**config.mk**
```make
export PLATFORM = sky130hd
export DESIGN_NAME = divider8x4
export DESIGN_NICKNAME = d
export VERILOG_FILES = /design/src/rtl/divider8x4.sv
export SDC_FILE = /design/constraint.sdc
export NUM_CORES = 1
export LEC_CHECK = 0
export CAP_MARGIN = 20
export CORE_ASPECT_RATIO = 1.75
export CORE_MARGIN = 2
export CORE_UTILIZATION = 41
export DETAILED_ROUTE_END_ITERATION = 12
export PLACE_DENSITY = 0.73
export SLEW_MARGIN = 20
export SYNTH_ARGS = -nofsm -noshare
export SYNTH_HDL_FRONTEND = slang
export SYNTH_SLANG_ARGS = --single-unit
```
**constraint.sdc**
```tcl
create_clock -name CLK -period 1.75 [get_ports CLK]
set_input_delay 0.4375 -clock CLK [delete_from_list [all_inputs] [get_ports CLK]]
set_output_delay 0.4375 -clock CLK [all_outputs]
set_load 0.1 [all_outputs]
```
**src/rtl/divider8x4.sv**
```systemverilog
// divider8x4: sequential restoring divider, DW-bit unsigned dividend by
// VW-bit unsigned divisor. One quotient bit is resolved per clock. A zero
// divisor skips the iterations and reports all-ones with divide_by_zero set.
// The start/done handshake matches the shift-add multiplier so that a single
// controller can drive both blocks.
//
// state | meaning
// ------+------------------------------------------------------------
// IDLE  | waiting for process_start; operands are captured on accept
// CALC  | one shift / trial-subtract iteration per clock, DW in total
// ZERO  | divisor was 0; load the all-ones result and set the flag
// DONE  | result valid; process_done is high for this one cycle

module divider8x4 #(
    parameter int DW = 8,
    parameter int VW = 4
) (
    input  logic          CLK,
    input  logic          RESETn,
    input  logic          process_start,
    input  logic [DW-1:0] dividend,
    input  logic [VW-1:0] divisor,
    output logic [DW-1:0] quotient,
    output logic [VW-1:0] remainder,
    output logic          process_done,
    output logic          divide_by_zero
);

    localparam int CW = $clog2(DW + 1);

    typedef enum logic [1:0] {
        IDLE = 2'd0,
        CALC = 2'd1,
        ZERO = 2'd2,
        DONE = 2'd3
    } state_t;

    state_t        state;
    state_t        next_state;

    logic [DW-1:0] shreg;
    logic [VW-1:0] dvsr;
    logic [VW:0]   prem;
    logic [CW-1:0] cnt;

    logic [VW:0]   trial;
    logic [VW:0]   diff;
    logic          fits;
    logic [VW:0]   prem_nxt;
    logic [DW-1:0] shreg_nxt;
    logic          last_iter;

    // State register; a low RESETn at the edge returns to IDLE from anywhere.
    always_ff @(posedge CLK) begin
        if (!RESETn) begin
            state <= IDLE;
        end else begin
            state <= next_state;
        end
    end

    // Next-state decode; start is only looked at while IDLE.
    always_comb begin
        next_state = state;
        case (state)
            IDLE: begin
                if (process_start) begin
                    next_state = (divisor == '0) ? ZERO : CALC;
                end
            end
            CALC: begin
                if (last_iter) begin
                    next_state = DONE;
                end
            end
            ZERO:    next_state = DONE;
            DONE:    next_state = IDLE;
            default: next_state = IDLE;
        endcase
    end

    // One restoring iteration: shift {prem, shreg} left, trial-subtract the
    // divisor, keep the difference and shift in 1 if it did not go negative.
    // prem[VW] stays 0 because prem < divisor after every step; it still takes
    // part in the compare so the trial is correct on the full register.
    always_comb begin
        trial     = {prem[VW-1:0], shreg[DW-1]};
        fits      = prem[VW] | (trial >= {1'b0, dvsr});
        diff      = trial - {1'b0, dvsr};
        prem_nxt  = fits ? diff : trial;
        shreg_nxt = {shreg[DW-2:0], fits};
        last_iter = (cnt == CW'(DW - 1));
    end

    // Datapath and registered outputs; results only change on the result edge.
    always_ff @(posedge CLK) begin
        if (!RESETn) begin
            shreg          <= '0;
            dvsr           <= '0;
            prem           <= '0;
            cnt            <= '0;
            quotient       <= '0;
            remainder      <= '0;
            process_done   <= 1'b0;
            divide_by_zero <= 1'b0;
        end else begin
            process_done <= (next_state == DONE);
            case (state)
                IDLE: begin
                    if (process_start && (divisor != '0)) begin
                        shreg          <= dividend;
                        dvsr           <= divisor;
                        prem           <= '0;
                        cnt            <= '0;
                        divide_by_zero <= 1'b0;
                    end
                end
                CALC: begin
                    shreg <= shreg_nxt;
                    prem  <= prem_nxt;
                    cnt   <= cnt + 1'b1;
                    if (last_iter) begin
                        quotient  <= shreg_nxt;
                        remainder <= prem_nxt[VW-1:0];
                    end
                end
                ZERO: begin
                    quotient       <= '1;
                    remainder      <= '1;
                    divide_by_zero <= 1'b1;
                end
                default: ;
            endcase
        end
    end

endmodule

```
==> impl_metrics.tcl <==
set metrics [dict create \
    seqPwrFrac 0.259 \
    numPortBuffers 28 \
    initial_core_util 0.430 \
    cp-start-kind "flip-flop" \
    clkPwrFrac 0.116 \
    worstRegToRegCells 8 \
    grt_max_degree 40 \
    max_freq_ghz 0.594 \
    min_period_over_period 0.962 \
    ys_warn_count 0 \
    gp_congestion 0.779 \
    yosys_most_used_dff "dfxtp_1" \
    place_inst 271 \
    layout-drive-gt1-share 0.309 \
    setup_violations 0 \
    ys_seq_elements 37 \
    dieArea_um2 4960 \
    timing.final.hold_violations 0 \
    layout_common_cells "35 x dfxtp_1, 20 x nand2_1, 17 x buf_4" \
    comb_power_share 0.625 \
    drcViolationCount 0 \
    core_um2 4190 \
    worstPathArrival_ns 1.89 \
    fillers 336 \
    p_switching_mw 2.38 \
    synthSimpleGateAreaFrac 0.134 \
    clk_pin_slew_worst_paths_ns 0.07 \
    grt_pass1_wl_mm 6.98 \
    hold_path_end "dvsr[2]$_SDFFE_PN0P_" \
    crit_type "flip-flop to flip-flop" \
    min_path_type "flip-flop to flip-flop" \
    diodes 0 \
    synth-edff-count 0 \
    status "finished, final reports clean" \
    syn_area_um2 1800 \
    netlist.area_leader.share 0.412 \
    async_flop_share 0 \
    syn_avg_cell_area_um2 9.57 \
    synth_seq_area_share 0.412 \
    hold_buffers 0 \
    cellPowerDensity_nw_per_um2 2010 \
    cts_max_level 2 \
    fin_nets 258 \
    die_h_um 91.6 \
    critical-path-slowest-cell "fa_2" \
    final_core_util 0.623 \
    dp_hpwl_mm 3.07 \
    r2r_end "prem[4]$_SDFFE_PN0P_" \
    synth_cells 188 \
    syn2layout_area_growth_pct 45.0 \
    rows 31 \
    clock_latency_ns 0.29 \
    synth.distinct_cells 42 \
    cts_tree "done" \
    synth_fa_ha_area_frac 0.0737 \
    dieWidth_um 54.1 \
    vias 1549 \
    antenna_found_initial 0 \
    cp_cell_sequence "inv_2 -> ha_4 -> inv_1 -> fa_2 -> a21o_1 -> a21oi_2 -> xnor2_1 -> o31ai_1" \
    hold_ws_ns 0.464 \
    io_pins 29 \
    grtUsageTotal 0.191 \
    clock_path_buffers 2 \
    mappedNetlistNets 213 \
    synth_xor_area_frac 0.00974 \
    wire_per_inst_um 14.8 \
    drt_pass1_iterations 4 \
    leakage_nw 1.07 \
    dr.first_iter.drc_count 12 \
    end_kind "flip-flop" \
    cts.sinks 37 \
    routed_wl_mm 4.18 \
    synthTopCellsByArea "dfxtp_1 41%, ha_1 6.3%, o221a_2 5.0%" \
    crit_required_ns 1.96 \
    synth.area.mux_share 0.0758 \
    cts_buffers 5 \
    finalPower_mw 5.23 \
    cts_root_buf "clkbuf_8" \
    hold_start "dvsr[2]$_SDFFE_PN0P_" \
    layout_commonest_cell "dfxtp_1" \
    r2r_slack_ns 0.07 \
    synth_top_area_cell "dfxtp_1" \
    slowest_delay_ns 0.36 \
    postRouteAntennaNets 0 \
    maxSlewViolCount 0 \
    stdcell_count 282 \
    synth_compound_area_frac 0.252 \
    netSwitchingFraction 0.455 \
    synth_top_family_by_area "compound AO/OA/AOI/OAI gates" \
    worstMarginPinSlew_ns 0.428 \
    drv_cap 0 \
    critical_path.top_delay_family "compound AO/OA/AOI/OAI gates" \
    r2r_start "shreg[7]$_SDFFE_PN0P_" \
    fin_worst_skew_ns 0.00442 \
    fin_crit_ns 1.68 \
    vdd_drop_max_uv 1070 \
    path_max_fanout 2 \
    via_per_inst 5.49 \
    internal_power_mw 2.85 \
    whs_path_depth 2 \
    critical_path.startpoint "shreg[7]$_SDFFE_PN0P_" \
    grt_overflow 0 \
    crit_buf_inv 2 \
    grt_pass1_vias 1537 \
    relSlewSlack 0.714 \
]
per-stage QoR:
| step | instance area, um^2 | setup WS, ns | setup TNS [ns] |
|---|---|---|---|
| finish | 2610 | 0.0673 | 0 |
| global route | 2610 | -0.0182 | -0.0453 |
| floorplan | 1800 | 0.0258 | 0 |
| detailed placement | 2380 | -0.317 | -6.19 |
| global placement | 2380 | -0.295 | -5.70 |
| CTS | 2490 | -0.0288 | -0.102 |
registers in the layout, indices dropped and copies added (netlist names):
| name | count |
|---|---|
| process_done | 1 |
| quotient | 8 |
| prem | 5 |
| dvsr | 4 |
| divide_by_zero | 1 |
| state | 2 |
| shreg | 8 |
| remainder | 4 |
| cnt | 4 |
area by class of cell:
type                       count  area (um^2)  area share
clock buffer                   6         82.6      0.0317
inverter                       7         26.3      0.0101
tap                           49         61.3      0.0235
clock inverter                 1         7.51     0.00288
timing repair buffer          48          609       0.234
sequential                    37          743       0.285
multi-input combinational    134         1080       0.413
cell usage after synthesis (6+ instances only):
master,number
a21oi_1,9
dfxtp_1,37
ha_1,9
inv_1,7
mux2i_1,8
nand2_1,20
nand3_1,12
o211a_1,6
o21ai_0,16
o221a_2,8
kinds of logic after synthesis:
group | Yosys count
xor gates and xnor gates | 2
AOI/OAI and AO/OA | 60
buffers and inverters | 17
DFF | 37
and+or+nand+nor | 50
adders and majority gates | 10
muxes | 12
worst register-to-register path: stages, from the launching register on:
cell and delay [ns]:
dfxtp_1 0.32, inv_2 0.10, ha_4 0.15, inv_1 0.05, fa_2 0.36, a21o_1 0.18, a21oi_2 0.14, xnor2_1 0.08
o31ai_1 0.21
power by group through the flow:
stage / combinational (mW) / sequential (mW) / clock [mW]
finish: 3.27 / 1.36 / 0.606
global route: 3.48 / 1.39 / 0.656
CTS: 3.07 / 1.35 / 0.622
detailed placement: 3.00 / 1.37 / 0
global placement: 2.96 / 1.36 / 0
floorplan: 1.21 / 2.12 / 0
what timing repair did:
| action | in CTS | in global routing |
|---|---|---|
| setup endpoints to repair | 11 | 23 |
| resized for setup | 5 | 20 |
| setup buffers | 0 | 4 |
| pin swaps | 2 | 4 |
routing by layer:
| metal | global-route usage | wire (um) | vias to the layer above |
|---|---|---|---|
| met5 | 0 | 0 | - |
| met4 | 0.102 | 156 | 0 |
| met3 | 0.0456 | 115 | 14 |
| met2 | 0.330 | 2350 | 29 |
| met1 | 0.200 | 1560 | 730 |
| li1 | - | - | 776 |
how the worst max path moves through the flow:
| stage | to | cells past startpoint |
|---|---|---|
| finish | prem[4]$_SDFFE_PN0P_ | 8 |
| global placement | prem[1]$_SDFFE_PN0P_ | 6 |
| detailed placement | prem[2]$_SDFFE_PN0P_ | 6 |
| CTS | cnt[0]$_SDFFE_PN0P_ | 6 |
| global route | prem[1]$_SDFFE_PN0P_ | 9 |
| floorplan | remainder[0]$_SDFFE_PN0P_ | 7 |
(Power assumes the default switching activity.)
==> RTL change 1 (config.mk and constraints unchanged) <==
Make the reset (`RESETn`) asynchronous in 2 clocked blocks.
--- a/src/rtl/divider8x4.sv
+++ b/src/rtl/divider8x4.sv
@@ -53,3 +53,3 @@
     // State register; a low RESETn at the edge returns to IDLE from anywhere.
-    always_ff @(posedge CLK) begin
+    always_ff @(posedge CLK or negedge RESETn) begin
         if (!RESETn) begin
@@ -95,3 +95,3 @@
     // Datapath and registered outputs; results only change on the result edge.
-    always_ff @(posedge CLK) begin
+    always_ff @(posedge CLK or negedge RESETn) begin
         if (!RESETn) begin
Check against the original RTL: differs if RESETn is asserted again (counterexample within 4 cycles, from zero or initial values and one cycle with RESETn low); with RESETn held inactive, the same outputs for 10 cycles.
==> RTL change 1 against the unedited design <==
- highest routed layer unchanged
- global-route usage decreased by 2.2 points
- die area up 4.4%
- final cell count shrank 0.71%
- worst setup slack got worse by 91 ps
- the run now ends with setup timing left
- sequential cell count unchanged
- via count down 5.6%
- wire length decreased by 2.5%
- synthesized area is 4.7% higher
- sequential power is 8% higher
- cell area grew 8.3%
- clock skew grew 3.9 ps
- total power up 13%
==> RTL change 1: results (changes against the unedited design) <==
- Seq pwr: 1470 µW (+8%)
- Reg2Reg Depth: 7 (-1)
- DRT iter0 DRCs: 14 (+2)
- Final Setup Violations: 3 (+3)
- Final Skew: 8.35 ps (+3.92 ps)
- Arrival time worst endpoint: 2000 ps (+110 ps)
- Syn-to-layout area delta: 50.1%
- Post-DP HPWL: 3020 µm (-1.4%)
- Layout cells sized above 1: 0.406 (+0.0971)
- First-pass GRT wire length: 6820 µm (-2.2%)
- Failing checks: setup timing
- Slew headroom: 0.817 (+0.103)
- CTS resizes: 9 (+4)
- Reg-to-reg startpoint: dvsr[2]
- Synth Instances: 166 (-12%)
- GRT Total Usage: 0.169 (-0.0217)
- Maximum VDD drop: 1360 µV (+26%)
- Placed insts: 270 (-0.37%)
- R2R Path End: remainder[0]
- Vias in the first global route: 1,516 (-1.4%)
- Min setup slack post-route: -24.0 ps (-91.3 ps)
- Switching Share: 0.423 (-0.0324)
- Synth top cells by count: 37 x dfrtp_1, 18 x nand2_1, 10 x mux2i_1
- Synth top area cells: dfrtp_1 49%, ha_1 6.0%, mux2i_1 5.3%
- Post-synth cell types: 40 (-4.8%)
- Largest fanout on the critical path: 4 (+2)
- Non-filler instance count after layout: 280 (-0.71%)
- Run status: complete, but fails checks
- Setup TNS: -64.0 ps (-64.0 ps)
## RTL change 1: worst max-delay path, stage by stage, from the launching register on
cell      delay (ps)
dfrtp_1          400
inv_2             80
ha_4             220
a21oi_4          140
nand3_2          100
a21boi_4         290
mux2i_2          320
o22a_1           160
## RTL change 1: logic make-up (layout without fill, tap and decap cells)
group / after synthesis / count (layout) / synth area share
adders and majority gates: 10 / 10 / 0.0704
muxes: 18 / 18 / 0.105
buffers and inverters: 15 / 78 / 0.0439
and+or+nand+nor: 40 / 40 / 0.0950
xor gates and xnor gates: 1 / 1 / 0.00465
AOI/OAI and AO/OA: 45 / 45 / 0.189
DFF: 37 / 37 / 0.492
## RTL change 1: metal layers
layer / routed length, µm / GRT usage / vias to the layer above
met5: 0 / 0 / -
li1: - / - / 724
met4: 80 / 0.0732 / 0
met1: 1620 / 0.181 / 718
met2: 2310 / 0.321 / 15
met3: 71 / 0.0248 / 5
## RTL change 1: worst min path at each step
stage	end	cells past startpoint	slack, ps	start
2_1_floorplan	cnt[0]	0	140	RESETn
3_3_place_gp	prem[4]	2	470	prem[4]
3_5_place_dp	prem[4]	2	480	prem[4]
4_1_cts	prem[4]	2	520	RESETn
5_1_grt	divide_by_zero	2	520	RESETn
6_report	prem[4]	2	510	RESETn
## RTL change 1: stage by stage
step / power (µW) / worst slack (ps) / hold slack, ps
floorplan: 3550 / 46.7 / 142
global placement: 4560 / -304 / 470
detailed placement: 4640 / -334 / 481
CTS: 5590 / 12.0 / 515
global route: 6280 / -78.7 / 524
finish: 5890 / -24.0 / 509
## RTL change 1: area by class of cell
cell class                 count  area share
timing repair buffer          61       0.248
multi-input combinational    114       0.347
tap                           51      0.0226
clock buffer                   6      0.0292
sequential                    37       0.328
inverter                       9      0.0120
clock inverter                 2      0.0133
==> RTL change 2 (config.mk and constraints unchanged) <==
Made on the original files. Set the parameter `DW` to 4 (it was 8).
--- a/src/rtl/divider8x4.sv
+++ b/src/rtl/divider8x4.sv
@@ -14,3 +14,3 @@
 module divider8x4 #(
-    parameter int DW = 8,
+    parameter int DW = 4,
     parameter int VW = 4
Interface: changed (resized dividend and quotient); port bits go from 29 to 21. No check against the original RTL was run, so the function may have changed too.
==> RTL change 2 against the unedited design <==
- synthesized area down 23%
- worst setup slack got worse by 38 ps
- sequential cell count is 9 lower
- fmax is 2.2% lower
- cell area shrank 24%
- total power decreased by 21%
- die area fell by 22%
- wire length decreased by 18%
- largest power group unchanged
==> RTL change 2: results (changes against the unedited design) <==
- Run status: finished clean
- Inverter count: 11 (+4)
- Synth Area in XOR/XNOR: 0.0127 (+0.00296)
- CTS root buf: clkbuf_8
- Buffer share of cell area: 0.203 (-0.0308)
- Initial DRT Pass Iterations: 4 (unchanged)
- Multi-In Gates: 112 (-16%)
- Synth Net Count: 178 (-16%)
- Filler Cell Count: 275 (-18%)
- GP Congestion: 0.863 (+11%)
- Compound-Gate Fraction of Synth Area: 0.209 (-0.0430)
- Arrival time worst endpoint: 1920 ps (+30 ps)
- Place WS: -324 ps (-7.16 ps)
- ClkCell Share: 0.0359 (+0.00136)
- Nonclk buf count: 33 (-31%)
- WL final: 3410 µm (-18%)
- Largest net degree at the start of global routing: 17 (-57%)
- Clock Latency Late Sink: 270 ps (-20 ps)
- DRT iter0 DRCs: 35 (+23)
- Leakage: 0.000791 µW (-26%)
- Logic pwr share: 0.634 (+0.009)
- Clock power share: 0.119 (+0.003)
- Synth top area cells: dfxtp_1 41%, ha_1 9.1%, nor2_1 5.2%
- GRT Total Usage: 0.192 (+0.00176)
- WL/cell: 14.8 µm (-0.51%)
- Antenna violations before repair: 0 (unchanged)
- Synth top cells by count: 28 x dfxtp_1, 19 x nor2_1, 13 x a21oi_1, 13 x o21ai_0
- Mux contribution to synthesized area: 0.0626 (-0.0132)
- Layout cells sized above 1: 0.282 (-0.0271)
- H-tree depth: 1 (-1)
- Hold Path Stages: 2 (unchanged)
- CTS Buf Count: 3 (-2)
- Placed insts: 224 (-17%)
- Worst R2R Setup Slack: 30 ps (-40 ps)
- Worst-path clk slew: 90 ps (+20 ps)
- Area of the multi-input gates: 852 µm² (-21%)
- Post-synth cell types: 36 (-14%)
- CTS Sinks: 28 (-24%)
- Sequential share of the synthesized area: 0.406 (-0.00552)
- Vias in the first global route: 1,247 (-19%)
- DR vias/cell: 5.22 (-5.0%)
- Maximum VDD drop: 1420 µV (+33%)
- Synth warnings: 0 (unchanged)
- Synth Area in Adders: 0.105 (+0.0315)
- Reg2Reg Depth: 9 (+1)
- Fmax: 581 MHz (-2.2%)
- Slew Viols, Final: 0 (unchanged)
- First-pass GRT wire length: 5490 µm (-21%)
- I/O Buffers: 20 (-29%)
- Final net count: 211 (-18%)
- Reg-to-reg startpoint: shreg[3]
- Slew headroom: 0.742 (+0.0283)
- Final Skew: 5.59 ps (+1.17 ps)
- Seq/total area: 0.285 (about the same)
- Synth Instances: 156 (-17%)
- P_int: 2210 µW (-23%)
- Post-DP HPWL: 2610 µm (-15%)
- HP Class: reg2reg
RTL change 2: metal layers:
layer / vias to the layer above / wire (µm) / GRT usage
li1: 610 / - / -
met1: 577 / 1330 / 0.210
met2: 12 / 1980 / 0.351
met3: 6 / 38 / 0.0133
met4: 0 / 60 / 0.0865
met5: - / 0 / 0
RTL change 2: stage by stage:
stage | util | cell area (µm²) | power [µW] | TNS (ps)
2_1_floorplan | - | 1380 | 2630 | 0
3_3_place_gp | 0.561 | 1780 | 3330 | -3190
3_5_place_dp | 0.561 | 1780 | 3410 | -4840
4_1_cts | 0.595 | 1890 | 4010 | 0
5_1_grt | 0.626 | 1990 | 4380 | -69.7
6_report | 0.626 | 1990 | 4150 | 0
RTL change 2: worst min-delay path by stage:
stage                     startpoint  endpoint  slack, ps
final                        dvsr[1]   dvsr[1]        470
after global routing         dvsr[1]   dvsr[1]        490
after CTS                    dvsr[2]   dvsr[2]        470
after detailed placement     dvsr[2]   dvsr[2]        450
after global placement       prem[4]   prem[4]        450
after floorplan              prem[4]   prem[4]        430
RTL change 2: logic make-up (layout without fill, tap and decap cells):
| family | Yosys count | count (layout) |
|---|---|---|
| buf+inv | 16 | 48 |
| compound gates | 45 | 45 |
| flops | 28 | 28 |
| simple gates | 46 | 46 |
| fa+ha+maj | 11 | 11 |
| mux | 8 | 8 |
| xor+xnor | 2 | 2 |
RTL change 2: repair_timing:
| action | CTS | global route |
|---|---|---|
| buffers inserted | 0 | 3 |
| resized for setup | 8 | 17 |
| setup endpoints to repair | 8 | 17 |
| pin swaps | 3 | 7 |
RTL change 2: critical path: stages, from the launching register on:
cell and delay (ps):
dfxtp_2 330, inv_2 80, ha_4 130, inv_2 40, fa_2 330, a21o_1 170, a21oi_2 160, xor2_1 160
nand4b_1 110, a21oi_1 140
